<file path="src/rtl/iddmm_final_sub.sv">
// IDDMM final stage: compares A (a-RAM plus overflow bit) against M, streams A-M or A
// low word first, then zeroes the a-RAM for the next task.
module iddmm_final_sub #(
   parameter int K      = 128,
   parameter int N      = 32,
   parameter int ADDR_W = $clog2(N)
) (
   input  logic              clk,
   input  logic              rst_n,
   input  logic              task_req,
   output logic              task_end,
   output logic [K-1:0]      res,
   output logic              res_val,
   output logic              clra_mem,
   output logic              clra_wren,
   output logic [ADDR_W-1:0] clra_addr,
   input  logic [K-1:0]      aj,
   input  logic [K-1:0]      an,
   input  logic [K-1:0]      mj,
   output logic [ADDR_W-1:0] addr_a,
   output logic [ADDR_W-1:0] addr_m
);

   typedef enum logic [2:0] {
      S_IDLE, S_CMP, S_CWAIT, S_OUT, S_OWAIT, S_ODRAIN, S_CLR, S_DONE
   } state_t;

   localparam logic [ADDR_W-1:0] LAST = ADDR_W'(N - 1);

   state_t            state, state_nx;
   logic [ADDR_W-1:0] cnt;
   logic              req_q;
   logic              start;
   logic              cmp_dv, out_dv;
   logic              brw, sub_flag;
   logic              b_nx;
   logic [K-1:0]      diff;
   logic              an_unused;

   assign an_unused = ^an[K-1:1];
   assign start     = task_req & ~req_q & (state == S_IDLE);

   // borrow chain shared by compare and subtract passes
   assign b_nx = ({1'b0, aj} < ({1'b0, mj} + {{K{1'b0}}, brw}));
   assign diff = aj - mj - {{(K-1){1'b0}}, brw};

   always_comb begin
      state_nx = state;
      case (state)
         S_IDLE:   if (start)        state_nx = S_CMP;
         S_CMP:    if (cnt == LAST)  state_nx = S_CWAIT;
         S_CWAIT:                    state_nx = S_OUT;
         S_OUT:    if (cnt == LAST)  state_nx = S_OWAIT;
         S_OWAIT:                    state_nx = S_ODRAIN;
         S_ODRAIN:                   state_nx = S_CLR;
         S_CLR:    if (cnt == LAST)  state_nx = S_DONE;
         S_DONE:                     state_nx = S_IDLE;
         default:                    state_nx = S_IDLE;
      endcase
   end

   always_ff @(posedge clk or negedge rst_n) begin
      if (!rst_n) begin
         state <= S_IDLE;
         cnt   <= '0;
         req_q <= 1'b0;
      end else begin
         state <= state_nx;
         req_q <= task_req;
         if (state_nx != state)
            cnt <= '0;
         else if (state == S_CMP || state == S_OUT || state == S_CLR)
            cnt <= cnt + ADDR_W'(1);
      end
   end

   // RAM reads return one cycle after the address; these flag the returning word
   always_ff @(posedge clk or negedge rst_n) begin
      if (!rst_n) begin
         cmp_dv   <= 1'b0;
         out_dv   <= 1'b0;
         brw      <= 1'b0;
         sub_flag <= 1'b0;
         res      <= '0;
         res_val  <= 1'b0;
      end else begin
         cmp_dv  <= (state == S_CMP);
         out_dv  <= (state == S_OUT);
         res_val <= out_dv;
         res     <= out_dv ? (sub_flag ? diff : aj) : '0;
         if (start) begin
            brw      <= 1'b0;
            sub_flag <= 1'b0;
         end else if (cmp_dv) begin
            if (state == S_CWAIT) begin
               // last pair: A >= M when overflow set or no final borrow
               sub_flag <= an[0] | ~b_nx;
               brw      <= 1'b0;
            end else begin
               brw <= b_nx;
            end
         end else if (out_dv) begin
            brw <= sub_flag & b_nx;
         end
      end
   end

   assign addr_a    = (state == S_CMP || state == S_OUT) ? cnt : '0;
   assign addr_m    = addr_a;
   assign clra_mem  = (state == S_CLR);
   assign clra_wren = (state == S_CLR);
   assign clra_addr = (state == S_CLR) ? cnt : '0;
   assign task_end  = (state == S_DONE);

endmodule

</file>
<file path="config.mk">
export PLATFORM = sky130hd
export DESIGN_NAME = iddmm_final_sub
export DESIGN_NICKNAME = d
export VERILOG_FILES = /design/src/rtl/iddmm_final_sub.sv
export SDC_FILE = /design/constraint.sdc
export NUM_CORES = 1
export LEC_CHECK = 0
export CORE_AREA = 2 2 208 210
export CTS_BUF_LIST = sky130_fd_sc_hd__clkbuf_4 sky130_fd_sc_hd__clkbuf_8
export DETAILED_ROUTE_END_ITERATION = 16
export DIE_AREA = 0 0 210 212
export DONT_BUFFER_PORTS = 1
export PLACE_DENSITY = 0.68
export RECOVER_POWER = 100
export SYNTH_ARGS = -nofsm -noshare
export SYNTH_HDL_FRONTEND = slang
export SYNTH_SLANG_ARGS = --single-unit
</file>
<file path="constraint.sdc">
create_clock -name clk -period 5.4 [get_ports clk]
set_input_delay 0.54 -clock clk [delete_from_list [all_inputs] [get_ports clk]]
set_output_delay 0.54 -clock clk [all_outputs]
set_load 0.005 [all_outputs]
</file>
==> results by group <==
Place
  – Routability Congestion: 0.970
  – Dpl cells: 3,508
  – DP Worst Slack: -122 ps
  – Dpl hpwl: 63,600 µm
  – Input/output buffers: 0

Drt
  – Vias per inst: 6.10
  – DR pass1 iterations: 6
  – Vias: 21,600
  – DR WL/cell: 21.7 µm
  – DRC: 0
  – Initial drt markers: 1,615
  – Wirelength, routed: 76,800 µm
  – ANT nets after route: 0

Die
  – Die height: 212 µm
  – Core area: 0.0425 mm²
  – Die Wd: 210 µm
  – Starting Density: 53.6%
  – IO Count: 534
  – Row count: 76
  – Die area: 0.0445 mm²

Yosys
  – Top post-synthesis cells by area: ha_1 21%, dfrtp_1 16%, inv_1 7.3%
  – Synth Area per Inst: 7.51 µm²
  – Post-synth top area share: 21.2%
  – Register area share after synthesis: 15.6%
  – Top_reg_cell synth: dfrtp_1
  – Biggest area consumer among synthesized cells: ha_1
  – Yosys cell types: 97
  – Syn Std Cell Area: 0.0228 mm²
  – Post-synth ARST share: 100%
  – #FFs+latches synth: 142
  – Synth warn: 0
  – Syn nets: 3,805
  – Number of flops mapped to enable cells by yosys: 0
  – Mapped Cells: 3,031

Timing
  – Period utilization: 96.9%
  – Worst Clk Skew: 17.6 ps
  – Rel. slew slack: -145%
  – Final setup fails: 0
  – Hold violation count in the final report: 0
  – Hold Slack: 73.5 ps
  – Fmax: 191 MHz
  – Slew @ Worst Pin: 3670 ps
  – Tmin final: 5230 ps
  – Max-slew violations: 143
  – Final Worst Setup Slack: 170 ps
  – RSZ-0062 raised after global routing: no

Critical path
  – Data required time of the worst path: 5880 ps
  – Startpoint types: flop
  – Nature of the critical path endpoint: flop
  – Reg2reg end: brw$_DFFE_PN0P_
  – CP bufs+invs: 5
  – CP max FO: 6
  – Cell repeated most along the worst path: buf_4
  – R2r setup slk: 170 ps
  – CP max-delay cell: a211o_1
  – Crit path DAT: 5710 ps
  – Reg-to-reg critical path startpoint: brw$_DFFE_PN0P_
  – Kind of critical path: flop to flop
  – R2R cell count: 26
  – CP max stage delay: 400 ps
  – Cell class contributing the biggest share of worst-path delay: simple AND/OR/NAND/NOR gates

Finish
  – Core Util, Final: 55.6%
  – Area occupied by multi-input gates: 0.0169 mm²
  – Ant. Diodes: 0
  – Syn-to-layout area delta: 3.79%
  – Reg area: 0.00356 mm²
  – Layout cell share with drive strength beyond 1: 4.37%
  – Most frequent cells in the layout: 445 x inv_1, 385 x ha_1, 252 x nand2_1
  – Layout Cells excl Fill: 3,543
  – Commonest non-fill, non-tap cell in the layout: inv_1
  – Number of fill cells in the layout: 4,190
  – Nets: 3,758

Clocking
  – Postcts setup bufs: 0
  – Latest clock arrival within the worst-skew pair: 580 ps
  – H-tree Lvls: 4
  – Clock tree buffer depth: 2
  – CTS root buf: clkbuf_8
  – CTS sink count: 142
  – CTS buffer count: 17
  – CTS tree: built
  – Clock transition at path regs: 100 ps

Worst hold path
  – WHS Endpoint: sub_flag$_DFFE_PN0P_
  – Worst hold stages: 2
  – Hold Path Class: input port to flop
  – Hold_sp: an[0]

Pwr
  – Total power: 0.00592 W
  – Power Dens Cells: 251 mW/mm²
  – Worst VDD drop: 0.000178 V
  – Pleak: 11.5 nW

Status
  – Failing checks: capacitance limit, slew limit
  – Status: complete, but fails checks

Global route
  – First-pass GRT wire length: 118,000 µm
  – Initial antenna violation count: 3
  – Number of global-route vias before repair: 21,100
  – Total GRT Usage: 34.0%
  – Largest net degree at the start of global routing: 143
  – Overflow left after global routing: 0

Job
  – # Max-Cap Violations: 1
[cell usage after synthesis (11+ instances only)]
cell type and count:
a21o_1 110, a21oi_1 212, a31oi_1 23, and2_1 41, and3_1 32, and4_1 14, buf_2 32, clkbuf_1 73
dfrtp_1 142, ha_1 385, inv_1 445, mux2i_1 65, nand2_1 252, nand2b_1 11, nand3_1 79, nand4_1 122
nor2_1 156, nor2b_1 79, nor3_1 44, nor4_1 19, o21a_1 15, o21ai_0 162, o21ai_1 25, o21bai_1 44
xnor2_1 122, xor2_1 128
[where the power goes]
group	internal, W	leakage (nW)	switching (W)	total (W)
registers	0.00138	1.88	0.000311	0.00170
clock network	0.000331	0.176	0.000535	0.000866
logic	0.00130	9.41	0.00206	0.00336
total	0.00301	11.5	0.00291	0.00592
[worst reg2reg max path, cell delays in order (launching register included)]
cell	delay [ps]
dfrtp_1	380
ha_1	200
buf_4	130
nand4_1	200
nor2_1	170
buf_4	160
nand2_2	70
buf_4	150
nor3_4	210
nand2_1	180
nor2_1	360
buf_4	240
nand3_1	100
xor2_1	150
ha_1	180
a21o_1	180
a21o_1	170
a21oi_1	130
o21ai_0	170
a21oi_1	370
nor2_1	100
a211o_1	400
and4b_1	250
o22ai_1	160
buf_4	180
nand2_1	60
o41ai_1	60
[sequential cells by signal, indices dropped and copies added (netlist names)]
| register | cells |
|---|---|
| res | 128 |
| cnt | 5 |
| state | 3 |
| brw | 1 |
| cmp_dv | 1 |
| out_dv | 1 |
| req_q | 1 |
| res_val | 1 |
| sub_flag | 1 |
[through the flow]
step | cell area, µm² | TNS, ps
detailed placement | 23300 | -234
finish | 23600 | 0
floorplan | 22800 | 0
global placement | 23300 | -56.3
CTS | 23700 | 0
global route | 23600 | 0
[cell type report]
| class | instances | share of cell area [%] |
|---|---|---|
| clock inverter | 15 | 0.551 |
| clock buffer | 17 | 0.990 |
| tap | 546 | 2.89 |
| inverter | 445 | 7.07 |
| timing repair buffer | 54 | 1.73 |
| sequential | 142 | 15.1 |
| multi-input combinational | 2324 | 71.7 |
[how the worst max path moves through the flow]
stage,cells after the start,slack (ps),from,to
floorplan,23,540,mj[0],sub_flag$_DFFE_PN0P_
global placement,27,-40,mj[0],brw$_DFFE_PN0P_
detailed placement,27,-120,mj[0],brw$_DFFE_PN0P_
CTS,27,160,brw$_DFFE_PN0P_,brw$_DFFE_PN0P_
global route,25,10,brw$_DFFE_PN0P_,brw$_DFFE_PN0P_
finish,26,170,brw$_DFFE_PN0P_,brw$_DFFE_PN0P_
[per-layer routing]
metal  global-route usage, %  wire length, µm  up-vias
met3                    8.60             6670      133
met2                    54.0            33900      849
met4                    12.1             2240        4
li1                        -                -    10400
met1                    44.7            34000    10200
met5                       0               29        -
[cells by family after synthesis]
group                    count (synthesis)  share of synthesized area, %
AO/OA/AOI/OAI                          721                          20.7
XOR/XNOR                               250                          9.62
adder cells (fa/ha/maj)                387                          21.3
buffers and inverters                  565                          9.60
flip-flops                             142                          15.6
multiplexers                            65                          2.86
AND/OR/NAND/NOR                        901                          20.3
[repair_timing]
action                     4_1_cts  5_1_grt
hold endpoints to repair       143        0
setup endpoints to repair        2        2
pin swaps                        0        1
hold buffers                     3        0
resized for setup                1        8
No activity file was read; power rests on OpenSTA's default activity.
